[config.mk]
export PLATFORM = sky130hd
export DESIGN_NAME = interval_arb8
export DESIGN_NICKNAME = d
export VERILOG_FILES = /design/src/rtl/interval_arb8.sv
export SDC_FILE = /design/constraint.sdc
export NUM_CORES = 1
export LEC_CHECK = 0
export ABC_AREA = 0
export BUFFER_PORTS_ARGS = -buffer_cell sky130_fd_sc_hd__buf_2
export CAP_MARGIN = 5
export CORE_MARGIN = 2
export CORE_UTILIZATION = 44
export CTS_CLUSTER_SIZE = 8
export DETAILED_ROUTE_END_ITERATION = 6
export GPL_TIMING_DRIVEN = 1
export HOLD_SLACK_MARGIN = 0.15
export PLACE_DENSITY = 0.79
export SYNTH_ARGS = -nofsm -noshare
export SYNTH_HDL_FRONTEND = slang
export SYNTH_SLANG_ARGS = --single-unit
[constraint.sdc]
create_clock -name clk -period 2.45 [get_ports clk]
set_input_delay 0.1225 -clock clk [delete_from_list [all_inputs] [get_ports clk]]
set_output_delay 0.1225 -clock clk [all_outputs]
set_load 0.05 [all_outputs]
[src/rtl/interval_arb8.sv]
// interval_arb8: four-requester round-robin arbiter driving one shared
// interval counter. The winner's 8-bit interval loads the counter as its
// inverse, the counter climbs to 8'hFF, and the winner gets a one-cycle
// done pulse. Dropping req aborts the operation. clr forces IDLE.
module interval_arb8 (
  input  logic        clk,
  input  logic        rst_n,
  input  logic [3:0]  req,
  input  logic [31:0] ival,
  input  logic        en,
  input  logic        clr,
  output logic [3:0]  gnt,
  output logic [3:0]  done,
  output logic        busy,
  output logic [7:0]  cnt,
  output logic        tc
);

  typedef enum logic [1:0] {IDLE, LOAD, COUNT, DONE} state_t;

  state_t      state, st_nxt;
  logic [7:0]  cnt_nxt;
  logic [3:0]  gnt_nxt, done_nxt;
  logic [1:0]  sel, sel_nxt;
  logic [1:0]  ptr, ptr_nxt;
  logic        arb_hit;
  logic [1:0]  arb_idx;
  logic [7:0]  ival_sel;

  assign ival_sel = ival[{sel, 3'b000} +: 8];
  assign busy     = (state != IDLE);
  assign tc       = (state == COUNT) && (cnt == 8'hFF);

  // Round-robin pick: search upward from ptr; descending loop lets the
  // smallest offset from ptr overwrite the others.
  always_comb begin
    arb_hit = 1'b0;
    arb_idx = ptr;
    for (int k = 3; k >= 0; k--) begin
      if (req[ptr + 2'(k)]) begin
        arb_hit = 1'b1;
        arb_idx = ptr + 2'(k);
      end
    end
  end

  // Next-state and next-output logic; clr outranks everything, and
  // abort (req[sel] dropped) outranks terminal count.
  always_comb begin
    st_nxt   = state;
    cnt_nxt  = cnt;
    gnt_nxt  = gnt;
    done_nxt = 4'b0000;
    sel_nxt  = sel;
    ptr_nxt  = ptr;
    if (clr) begin
      st_nxt  = IDLE;
      cnt_nxt = 8'h00;
      gnt_nxt = 4'b0000;
    end else begin
      case (state)
        IDLE: begin
          gnt_nxt = 4'b0000;
          if (arb_hit) begin
            sel_nxt = arb_idx;
            gnt_nxt = 4'b0001 << arb_idx;
            st_nxt  = LOAD;
          end
        end
        LOAD: begin
          if (!req[sel]) begin
            st_nxt  = IDLE;
            gnt_nxt = 4'b0000;
            ptr_nxt = sel + 2'd1;
          end else begin
            cnt_nxt = ~ival_sel;
            st_nxt  = COUNT;
          end
        end
        COUNT: begin
          if (!req[sel]) begin
            st_nxt  = IDLE;
            gnt_nxt = 4'b0000;
            ptr_nxt = sel + 2'd1;
          end else if (en) begin
            if (cnt == 8'hFF) begin
              st_nxt   = DONE;
              done_nxt = gnt;
            end else begin
              cnt_nxt = cnt + 8'd1;
            end
          end
        end
        DONE: begin
          st_nxt  = IDLE;
          gnt_nxt = 4'b0000;
          ptr_nxt = sel + 2'd1;
        end
        default: begin
          st_nxt  = IDLE;
          gnt_nxt = 4'b0000;
        end
      endcase
    end
  end

  // State and output registers, cleared asynchronously.
  always_ff @(posedge clk or negedge rst_n) begin
    if (!rst_n) begin
      state <= IDLE;
      cnt   <= 8'h00;
      gnt   <= 4'b0000;
      done  <= 4'b0000;
      sel   <= 2'd0;
      ptr   <= 2'd0;
    end else begin
      state <= st_nxt;
      cnt   <= cnt_nxt;
      gnt   <= gnt_nxt;
      done  <= done_nxt;
      sel   <= sel_nxt;
      ptr   <= ptr_nxt;
    end
  end

endmodule

=== Yosys cells after proc, flatten, opt, wreduce, memory -nomap -nowiden ===
Index checks and enable logic that the tools add are counted.

* Input bits: 40
* Bits in registers: 22
* Word-level logic and storage cells: 85
* Output and inout bits: 18

* Add/sub/neg operators: 5
* Equal/unequal tests: 13
* Shifts and indexed selects: 2
* Mux-type cells: 42
* Reduce and logical (&&, ||, !) cells: 10
* Bitwise gates (word level): 2
* Order comparisons: 5

{| class="wikitable"
|+ Operator list
! cell !! number
|-
| 2-to-1 mux 8 bit || 5
|-
| 2-to-1 mux 4 bit || 8
|-
| variable part select 32 x 6 -> 8 bit || 1
|-
| 2-to-1 mux 2 bit || 11
|-
| one-hot mux 8 bit (2 select lines) || 1
|-
| less-than comparator 2 x 3 -> 1 bit, second input constant || 5
|-
| != test 3 bit, second input constant || 5
|-
| one-hot mux 4 bit (3 select lines) || 1
|-
| binary-select mux 1 bit (select 2 bit) || 5
|-
| 2-to-1 mux 1 bit || 9
|-
| AND reduction 3 bit || 3
|-
| adder 8 x 1 -> 8 bit, second input constant || 1
|-
| == test 8 bit, second input constant || 1
|-
| != test 4 bit, second input constant || 2
|-
| inverter 8 bit || 1
|-
| one-hot mux 2 bit (4 select lines) || 1
|-
| AND reduction 5 bit || 1
|-
| adder 2 x 1 -> 2 bit, second input constant || 2
|-
| adder 2 bit, second input constant || 2
|-
| == test 2 bit, second input constant || 2
|-
| one-hot mux 2 bit (2 select lines) || 1
|-
| nonzero test 2 bit || 2
|-
| << shifter 1 x 2 -> 4 bit, first input constant || 1
|-
| != test 3 x 2 -> 1 bit, second input constant || 1
|-
| other kinds (7) || 7
|}

=== Longest topological paths before layout ===
Gate-level depths: netlist (run 1).

* Word-level depth: 11
* Mapped depth: 8
* Mapped depth without buffers: 6

=== Least setup slack after synthesis (run 1) ===
OpenSTA, ideal clock, no wires.

* Kind: reg-to-output
* From: register cnt[0]
* To: output tc
* Data arrival time: 1785 ps
* Data required time: 2328 ps
* Path slack: 543 ps
* Cell stages (with the launch flop): 4
* Path buffers: 0
* Cell sequence: dfrtp_1 > ha_1 > nand4_1 > nor2_1

* Longest elaborated chain between the ends: 2

{| class="wikitable"
|+ Ends and longest elaborated chain
! what !! RTL line !! text
|-
| from (decl) || 15 || <nowiki>output logic [7:0] cnt,</nowiki>
|-
| from (signal assigned) || 118 || <nowiki>cnt <= cnt_nxt;</nowiki>
|-
| == test 8 bit || 32 || <nowiki>assign tc = (state == COUNT) && (cnt == 8'hFF);</nowiki>
|-
| logical AND 1 bit || 32 ||
|-
| to (decl) || 16 || <nowiki>output logic tc</nowiki>
|}

Every way passes these cells.

=== Worst setup path in the final report (run 1) ===
* From: register sel[1]
* To: register done[2]

* Longest elaborated chain between the ends: 5

{| class="wikitable"
|+ Ends and longest elaborated chain
! what !! RTL line !! text
|-
| from (decl) || 24 || <nowiki>logic [1:0] sel, sel_nxt;</nowiki>
|-
| from (signal assigned) || 121 || <nowiki>sel <= sel_nxt;</nowiki>
|-
| binary-select mux 1 bit (select 2 bit) || 81 || <nowiki>if (!req[sel]) begin</nowiki>
|-
| 2-to-1 mux 1 bit (not written as such) || 81 ||
|-
| 2-to-1 mux 4 bit || 81 ||
|-
| 2-to-1 mux 4 bit || 61 || <nowiki>case (state)</nowiki>
|-
| 2-to-1 mux 4 bit || 56 || <nowiki>if (clr) begin</nowiki>
|-
| net done_nxt[2] || 23 || <nowiki>logic [3:0] gnt_nxt, done_nxt;</nowiki>
|-
| to (signal assigned) || 120 || <nowiki>done <= done_nxt;</nowiki>
|-
| to (decl) || 13 || <nowiki>output logic [3:0] done,</nowiki>
|}

The timed path passes the listed nets, and every way through them passes these cells. The select of a mux whose other input is x is not followed.
A chain may end at the register's enable or synchronous reset.

==> impl_metrics.yaml, run 1 <==
status:
  status: "completed"
synth:
  yosysWarnings: 0
  syn_area_per_cell_um2: 9.99
  synth_area_leader_cell: "dfrtp_1"
  synth_area_leaders: "dfrtp_1, mux4_2, ha_1"
  postSynthCellCount: 153
  syn_nets: 198
  ys_ff_latch: 22
  ys_seq_area_share_pct: 36.0
  synth.cell_area_um2: 1530
  synthDistinctLibCells: 36
  netlist.area_leader.share_pct: 36.0
cts:
  cts_setup_buffers: 0
  clkTransAtPathRegs_ns: 0.13
  hold_buffers: 1
  cts_tree: "yes"
  insertion_delay_ns: 0.32
  clock_sinks: 22
  clockBufferDepth: 2
  htree_num_levels: 1
  root_buffer: "clkbuf_4"
  cts-resized-gates: 0
  cts_made_buffers: 3
global_routing:
  track_usage_pct: 20.8
  grt_max_degree: 23
  grt_antenna_before_repair: 0
  first_global_vias: 1398
  grt_pass1_wl_mm: 6.59
  grt-ovfl-total: 0
critical_path:
  cp-endpoint: "done[2]$_DFF_PN0_"
  r2r-end: "done[2]$_DFF_PN0_"
  cp_max_fo: 9
  cp-start-kind: "flop"
  r2r_cells: 4
  crit_arrival_ns: 2.10
  path_class: "flop to flop"
  cp.required_ns: 2.71
  startpoint: "sel[1]$_DFFE_PN0P_"
  rr_startpoint: "sel[1]$_DFFE_PN0P_"
  rrSetupSlack_ns: 0.61
  end_kind: "flop"
cells_and_area:
  diodes: 0
  drive_above_1_share_pct: 36.8
  instances_no_fill: 258
  fillCellCount: 301
  num-nets-final: 258
  area_growth_pct: 26.5
pwr:
  seqPwrFrac_pct: 32.8
  combPwrFrac_pct: 49.0
  clkPwrFrac_pct: 18.1
  netSwitchingFraction_pct: 41.2
  p_per_area_nw_per_um2: 814
  peakVddDrop_mv: 0.501
  power.switching_uw: 648
  power_mw: 1.57
  power.internal_uw: 925
  leakage_nw: 0.894
drt:
  num_vias: 1483
  post_drt_wl_per_cell_um: 15.1
  drt-total-wl_mm: 3.90
  drt-pass1-iter-count: 4
  ant_nets: 0
  drc_errors: 0
  via_per_inst: 5.75
  drt-initial-drc-count: 88
placed_design:
  detailedPlace.worstSlack_ns: 0.677
  dp.cells: 253
  place.gp.congestion: 0.918
  dp_hpwl_mm: 2.90
  port_buffers: 57
timing:
  setup_violations: 0
  slew_viol_final: 0
  worstMarginPinSlew_ns: 0.635
  finalCritPeriodShare_pct: 75.1
  hold_ws_ns: 0.154
  fin_setup_tns_ns: 0
  fin_skew_ns: 0.00475
  layout_setup_ws_ns: 0.611
  hold_viol: 0
  slew_headroom_pct: 57.3
  rsz0062_at_grt: "no"
  fmax_mhz: 544
  period_needed_ns: 1.84
floorplanning:
  die_h_um: 62.9
  std_cell_rows: 21
  start_util_pct: 45.8
  die-width_um: 62.9
  core_um2: 3340
  die_area_um2: 3960
  num_io_pins: 58
run:
  drv_cap: 0
min_path:
  min_path_type: "primary input to flop"
  hp-start: "clr"
power groups by stage:
stage                     clock network, mW  logic, mW  registers [mW]
after CTS                             0.288      0.770           0.513
final                                 0.285      0.771           0.516
after floorplan                           0      0.460           0.623
after global placement                    0      0.751           0.518
after detailed placement                  0      0.763           0.519
after global routing                  0.308      0.831           0.525
registers in the layout, summed over array words and instances, names as in the netlist:
name and flops:
gnt 4, sel 2, ptr 2, cnt 8, done 4, state 2
worst min-delay path by stage:
stage                               endpoint  slack [ns]  depth (start not counted)
after floorplan           cnt[0]$_DFFE_PN0P_       -0.17                          0
after global placement    cnt[4]$_DFFE_PN0P_        0.11                          1
after detailed placement  cnt[6]$_DFFE_PN0P_        0.12                          1
after CTS                 cnt[0]$_DFFE_PN0P_        0.16                          2
after global routing      cnt[0]$_DFFE_PN0P_        0.16                          2
final                     cnt[0]$_DFFE_PN0P_        0.15                          2
cell usage after synthesis:
cell / instances
xnor2_1: 1
nand4_1: 4
o31ai_1: 6
nor2_1: 11
or4_1: 1
and2_4: 1
a32o_1: 1
buf_2: 1
ha_1: 5
o211ai_1: 1
a221o_1: 1
inv_1: 8
clkbuf_1: 5
o211ai_2: 1
nand3_1: 8
nand2_1: 8
o22a_1: 1
nand2b_1: 6
nor4_1: 4
a211oi_1: 1
o22ai_1: 1
dfrtp_1: 22
nand3b_1: 1
nor2b_1: 3
o32ai_1: 4
nor3_1: 1
mux2i_1: 4
o21a_1: 4
mux4_2: 9
and2_1: 4
a21oi_1: 11
nor2b_4: 1
o21ai_0: 7
o31a_1: 1
mux2_2: 2
o32a_1: 3
final cells by class:
cell class / instances / area (um^2) / area share, %
repair buffers: 61 / 318 / 16.5
clock inverters: 1 / 30.0 / 1.55
well taps: 46 / 57.6 / 2.98
inverters: 8 / 30.0 / 1.55
clock buffers: 3 / 22.5 / 1.17
flip-flops and latches: 22 / 551 / 28.5
multi-input cells: 117 / 923 / 47.8
cells in the final DEF, fill, tap and decap left out, types with 3 or more instances in the layout:
cell,n
dfrtp_1,22
o21ai_0,7
a21oi_1,11
mux2i_1,4
nand2b_1,6
nand4_1,4
and2_1,4
o32a_1,3
ha_1,5
buf_4,3
nand2_1,8
clkbuf_4,3
nor2b_1,3
buf_2,57
nor4_1,4
o32ai_1,4
o21a_1,4
inv_1,8
nor2_1,11
nand3_1,8
mux4_2,9
o31ai_1,6
metal layers:
layer	track usage, %	part of all wire [%]	vias to the layer above
met1	28.3	43	699
met3	3.96	6.9	8
met4	6.11	1.5	0
met2	33.5	48	70
li1	-	-	706
met5	0	0	-
critical path, cell delays in order (launching register included):
cell,delay [ns]
dfrtp_1,0.43
mux4_2,0.47
nand2b_1,0.15
nor4_1,0.54
and2_1,0.21
logic make-up after synthesis:
| family | count (synthesis) | share of synthesized area [%] |
|---|---|---|
| AOI/OAI and AO/OA | 43 | 19.7 |
| xor gates and xnor gates | 1 | 0.573 |
| adders and majority gates | 5 | 4.10 |
| buffers and inverters | 14 | 3.52 |
| DFF | 22 | 36.0 |
| muxes | 15 | 17.4 |
| and+or+nand+nor | 53 | 18.7 |
stage by stage:
step                area (um^2)  utilization (%)
global route               1930             57.9
floorplan                  1530                -
finish                     1930             57.9
global placement           1870             56.0
CTS                        1930             57.9
detailed placement         1870             56.0
Note: power is estimated with default switching activity, not from simulation.
==> run 2, diff against run 1 <==
Clock period 2.45 ns to 1.76 ns, I/O delays scaled along.
==> run 2 against run 1 <==
Compared with the run above: global-route usage decreased by 0.57 points; clock power increased by 40%; final cell count increased by 5.0%; sequential cell count unchanged; worst setup slack got worse by 0.57 ns; first-iteration DRC count decreased by 5.7%; largest power group unchanged.
==> impl_metrics.yaml, run 2 (synthesis gave the netlist of run 1 again) <==
status:
  status: "completed"
cells_and_area:
  diodes: 0
  reg_top3: "cnt: 8 flops, done: 4 flops, gnt: 4 flops"
  largest_reg_flops: 8
  instances_no_fill: 271
  final_util_pct: 63.2
  area_growth_pct: 38.0
  top_register: "cnt"
  drive_above_1_share_pct: 47.1
  num-nets-final: 271
  final_cell_mix: "buf_2, dfrtp_1, buf_4, a21oi_1, nor2_1"
  final_common_cell: "buf_2"
timing:
  slew_headroom_pct: 58.0
  fmax_mhz: 582
  setup_violations: 0
  finalCritPeriodShare_pct: 97.6
  rsz0062_at_grt: "yes"
  hold_ws_ns: 0.239
  hold_viol: 0
  period_needed_ns: 1.72
  slew_viol_final: 0
  worstMarginPinSlew_ns: 0.624
  fin_skew_ns: 0.00179
critical_path:
  r2r-end: "gnt[2]$_DFFE_PN0P_"
  crit_arrival_ns: 1.95
  cp_max_fo: 7
  path_class: "flop to flop"
  cp.required_ns: 1.99
  rrSetupSlack_ns: 0.04
  r2r_cells: 4
  rr_startpoint: "sel[1]$_DFFE_PN0P_"
  cp-start-kind: "flop"
  end_kind: "flop"
global_routing:
  grt_antenna_before_repair: 0
  first_global_vias: 1383
  track_usage_pct: 20.2
  grt_max_degree: 23
  grt_pass1_wl_mm: 6.42
  grt-ovfl-total: 0
floorplanning:
  core_um2: 3340
  num_io_pins: 58
  die-width_um: 62.9
  std_cell_rows: 21
  die_h_um: 62.9
  die_area_um2: 3960
  start_util_pct: 45.8
drt:
  drt-total-wl_mm: 3.92
  num_vias: 1549
  drt-initial-drc-count: 83
  post_drt_wl_per_cell_um: 14.5
  via_per_inst: 5.72
  drt-pass1-iter-count: 4
  ant_nets: 0
  drc_errors: 0
min_path:
  min_path_type: "primary input to asynchronous set/reset pin"
pwr:
  leakage_nw: 0.974
  p_per_area_nw_per_um2: 1090
  power_mw: 2.30
  peakVddDrop_mv: 0.613
placed_design:
  port_buffers: 57
  dp_hpwl_mm: 2.91
  place.gp.congestion: 0.880
  dp.cells: 260
cts:
  htree_num_levels: 1
  clockBufferDepth: 2
  clkTransAtPathRegs_ns: 0.13
  clock_sinks: 22
  insertion_delay_ns: 0.32
  cts_tree: "yes"
  root_buffer: "clkbuf_4"
  cts_made_buffers: 3
run:
  drv_cap: 0
[run 2: changes by cell type in the layout (fill, tap and decap cells not counted), moves of 4 or more]
cell,delta
o31ai_2,+4
buf_4,+11
dfrtp_1,-7
dfrtp_2,+7
o31ai_1,-4
[run 2: how the worst max path moves through the flow]
stage | startpoint | end | cells after the start | slack, ns
floorplan | cnt[5]$_DFFE_PN0P_ | cnt[0]$_DFFE_PN0P_ | 4 | 0.01
global placement | state[0]$_DFFE_PN0P_ | cnt[3]$_DFFE_PN0P_ | 6 | 0.05
detailed placement | state[0]$_DFFE_PN0P_ | cnt[3]$_DFFE_PN0P_ | 6 | 0.01
CTS | state[0]$_DFFE_PN0P_ | cnt[3]$_DFFE_PN0P_ | 6 | -0.02
global route | sel[1]$_DFFE_PN0P_ | gnt[2]$_DFFE_PN0P_ | 4 | -0.04
finish | sel[1]$_DFFE_PN0P_ | gnt[2]$_DFFE_PN0P_ | 4 | 0.04
[run 2: layout make-up]
type / count / area (um^2)
well taps: 46 / 57.6
clock buffers: 3 / 22.5
repair buffers: 74 / 433
inverters: 8 / 30.0
multi-input cells: 117 / 976
flip-flops and latches: 22 / 559
clock inverters: 1 / 30.0
fillers: 297 / 1230
[run 2: power by group]
| group | switching, mW | internal (mW) | total [mW] |
|---|---|---|---|
| Combinational | 0.646 | 0.539 | 1.19 |
| Clock | 0.167 | 0.230 | 0.398 |
| Sequential | 0.116 | 0.606 | 0.722 |
[run 2: routing by layer]
metal / vias to the layer above / wire [um] / track usage, %
met5: - / 0 / 0
met4: 0 / 27 / 5.56
met3: 2 / 330 / 3.60
met2: 78 / 1920 / 32.0
met1: 735 / 1640 / 28.4
li1: 734 / - / -
[run 2: repair_timing]
action / in CTS / in global routing
pin swaps: 0 / 3
gates resized for setup: 0 / 14
hold endpoints to repair: 27 / 0
gates cloned: 0 / 0
hold buffers: 2 / 0
endpoints found under the setup margin: 2 / 16
buffers inserted: 0 / 5
[run 2: stage by stage]
step | TNS, ns | worst slack [ns] | instance area (um^2)
after floorplan | 0 | 0.0131 | 1540
after global placement | 0 | 0.0456 | 1940
after detailed placement | 0 | 0.0147 | 1940
after CTS | -0.0186 | -0.0159 | 2020
after global routing | -0.110 | -0.0375 | 2110
final | 0 | 0.0414 | 2110
[run 2: worst max-delay path: stages, from the launching register on]
cell	delay [ns]
dfrtp_1	0.39
mux4_2	0.62
nor2b_4	0.19
and2_4	0.19
o31ai_2	0.25
==> run 3, diff against run 2 <==
--- a/config.mk
+++ b/config.mk
@@ -10,2 +10,3 @@
 export CAP_MARGIN = 5
+export CORE_ASPECT_RATIO = 1.75
 export CORE_MARGIN = 2
--- a/constraint.sdc
+++ b/constraint.sdc
@@ -3,2 +3,2 @@
 set_output_delay 0.088 -clock clk [all_outputs]
-set_load 0.05 [all_outputs]
+set_load 0.02 [all_outputs]
==> run 3 against run 2 <==
Compared with the run above: clock power is 19% higher; sequential cell count unchanged; final cell count down 0.37%; highest routed layer unchanged; count of clock-buffer cells in the layout did not move; wire length fell by 3.2%; worst hold slack worse by 0.044 ns; register-to-register slack better by 0.04 ns; sequential share of layout area fell by 0.40 points; maximum frequency grew 2.2%; combinational power is 8% lower; non-clock buffer count unchanged; worst setup slack improved by 0.036 ns.
==> impl_metrics.yaml, run 3 (synthesis gave the netlist of run 1 again) <==
timing:
  finalCritPeriodShare_pct: 95.6
  fmax_mhz: 594
  worstMarginPinSlew_ns: 0.659
  setup_violations: 0
  fin_skew_ns: 0.00346
  period_needed_ns: 1.68
  layout_setup_ws_ns: 0.0779
  slew_headroom_pct: 55.7
  slew_viol_final: 0
  hold_viol: 0
placed_design:
  placed_area_um2: 1940
  place.gp.congestion: 0.869
  port_buffers: 57
  dp_hpwl_mm: 2.91
  detailedPlace.worstSlack_ns: 0.0147
pwr:
  peakVddDrop_mv: 0.686
  p_per_area_nw_per_um2: 1080
  clkPwrFrac_pct: 20.8
  netSwitchingFraction_pct: 35.0
  power.switching_uw: 798
  seqPwrFrac_pct: 31.3
  combPwrFrac_pct: 47.8
  power.internal_mw: 1.48
  leakage_nw: 0.990
floorplanning:
  num_io_pins: 58
  die_area_um2: 3980
  die-width_um: 48.5
  std_cell_rows: 28
  die_h_um: 82.0
  core_um2: 3360
  start_util_pct: 45.4
cts:
  cts_made_buffers: 3
  cts_tree: "yes"
  htree_num_levels: 1
  insertion_delay_ns: 0.26
  clkTransAtPathRegs_ns: 0.08
  clock_sinks: 22
  root_buffer: "clkbuf_8"
  clockBufferDepth: 2
drt:
  drc_errors: 0
  post_drt_wl_per_cell_um: 14.0
  num_vias: 1543
  via_per_inst: 5.71
  drt-initial-drc-count: 33
  drt-total-wl_mm: 3.79
  drt-pass1-iter-count: 5
  ant_nets: 0
min_path:
  whs_path_depth: 2
  min_path_type: "primary input to flop"
  min_to: "cnt[0]$_DFFE_PN0P_"
  hp-start: "clr"
cells_and_area:
  seq_area_um2: 551
  final_common_cell: "buf_2"
  diodes: 0
  area_growth_pct: 37.9
  top_register: "cnt"
  fillCellCount: 311
  num-nets-final: 271
  largest_reg_flops: 8
  fin_area_um2: 2110
  reg_top3: "cnt: 8 flops, done: 4 flops, gnt: 4 flops"
  drive_above_1_share_pct: 42.7
  multi_input_area_um2: 958
  final_cell_mix: "buf_2, dfrtp_1, buf_4, nor2_1, a21oi_1"
  final_util_pct: 62.6
critical_path:
  end_kind: "flop"
  critPathMaxStageDelay_ns: 0.58
  rrSetupSlack_ns: 0.08
  r2r-end: "ptr[0]$_DFFE_PN0P_"
  path_class: "flop to flop"
  rr_startpoint: "sel[1]$_DFFE_PN0P_"
  critical_path.top_delay_family: "multiplexers"
  cp-start-kind: "flop"
  r2r_cells: 4
  crit_chain: "mux4_2 > a211oi_1 > buf_4 > mux2i_1"
  critPathBufInv: 1
  slowest_stage: "mux4_2"
  cp.required_ns: 1.95
  crit_arrival_ns: 1.87
  cp_max_fo: 5
run:
  drv_cap: 0
global_routing:
  grt_max_degree: 23
  first_global_vias: 1467
  track_usage_pct: 19.7
  grt-ovfl-total: 0
  grt_pass1_wl_mm: 6.13
  grt_antenna_before_repair: 0
status:
  status: "completed"
==> run 3: changes by cell type in the layout (fill, tap and decap cells not counted), sizes merged <==
cell / delta
dlygate4sd3: -1
clkbuf: -1
buf: +2
==> run 3: repair_timing <==
item | 4_1_cts | 5_1_grt
pin swaps | 0 | 2
buffers inserted | 0 | 5
endpoints found under the setup margin | 2 | 19
gates resized for setup | 1 | 7
hold buffers | 1 | 0
endpoints found under the hold margin | 22 | 0
==> run 3: how the worst max path moves through the flow <==
| stage | startpoint | to | depth (start not counted) |
|---|---|---|---|
| after CTS | sel[1]$_DFFE_PN0P_ | ptr[0]$_DFFE_PN0P_ | 4 |
| after global routing | state[0]$_DFFE_PN0P_ | gnt[3]$_DFFE_PN0P_ | 5 |
| after detailed placement | state[0]$_DFFE_PN0P_ | cnt[1]$_DFFE_PN0P_ | 6 |
| after global placement | state[0]$_DFFE_PN0P_ | done[0]$_DFF_PN0_ | 6 |
| after floorplan | state[0]$_DFFE_PN0P_ | cnt[0]$_DFFE_PN0P_ | 7 |
| final | sel[1]$_DFFE_PN0P_ | ptr[0]$_DFFE_PN0P_ | 4 |
==> run 3: final cells by class <==
class	instances	share of cell area, %
Tap cell	45	2.67
Inverter	8	1.43
Sequential cell	22	26.1
Clock inverter	1	1.43
Timing Repair Buffer	74	20.9
Multi-Input combinational cell	117	45.5
Clock buffer	3	1.96
==> run 3: power by group through the flow <==
stage,combinational [mW],clock (mW),sequential (mW)
after global placement,0.980,0,0.721
after detailed placement,0.988,0,0.721
final,1.09,0.474,0.714
after CTS,1.01,0.476,0.711
after floorplan,0.632,0,0.756
after global routing,1.19,0.495,0.735
==> run 3: metal layers <==
layer	track usage (%)	share of wire, %
met4	10.9	2.6
met3	2.36	4.2
met5	0	0
met2	36.4	55
met1	22.0	38
==> run 3: per-stage QoR <==
| step | std cells | power, mW | TNS, ns | hold slack, ns |
|---|---|---|---|---|
| 2_1_floorplan | 153 | 1.39 | 0 | -0.208 |
| 3_3_place_gp | 260 | 1.70 | 0 | 0.0848 |
| 3_5_place_dp | 260 | 1.71 | 0 | 0.0885 |
| 4_1_cts | 265 | 2.19 | 0 | 0.207 |
| 5_1_grt | 270 | 2.42 | -0.0157 | 0.216 |
| 6_report | 270 | 2.28 | 0 | 0.195 |
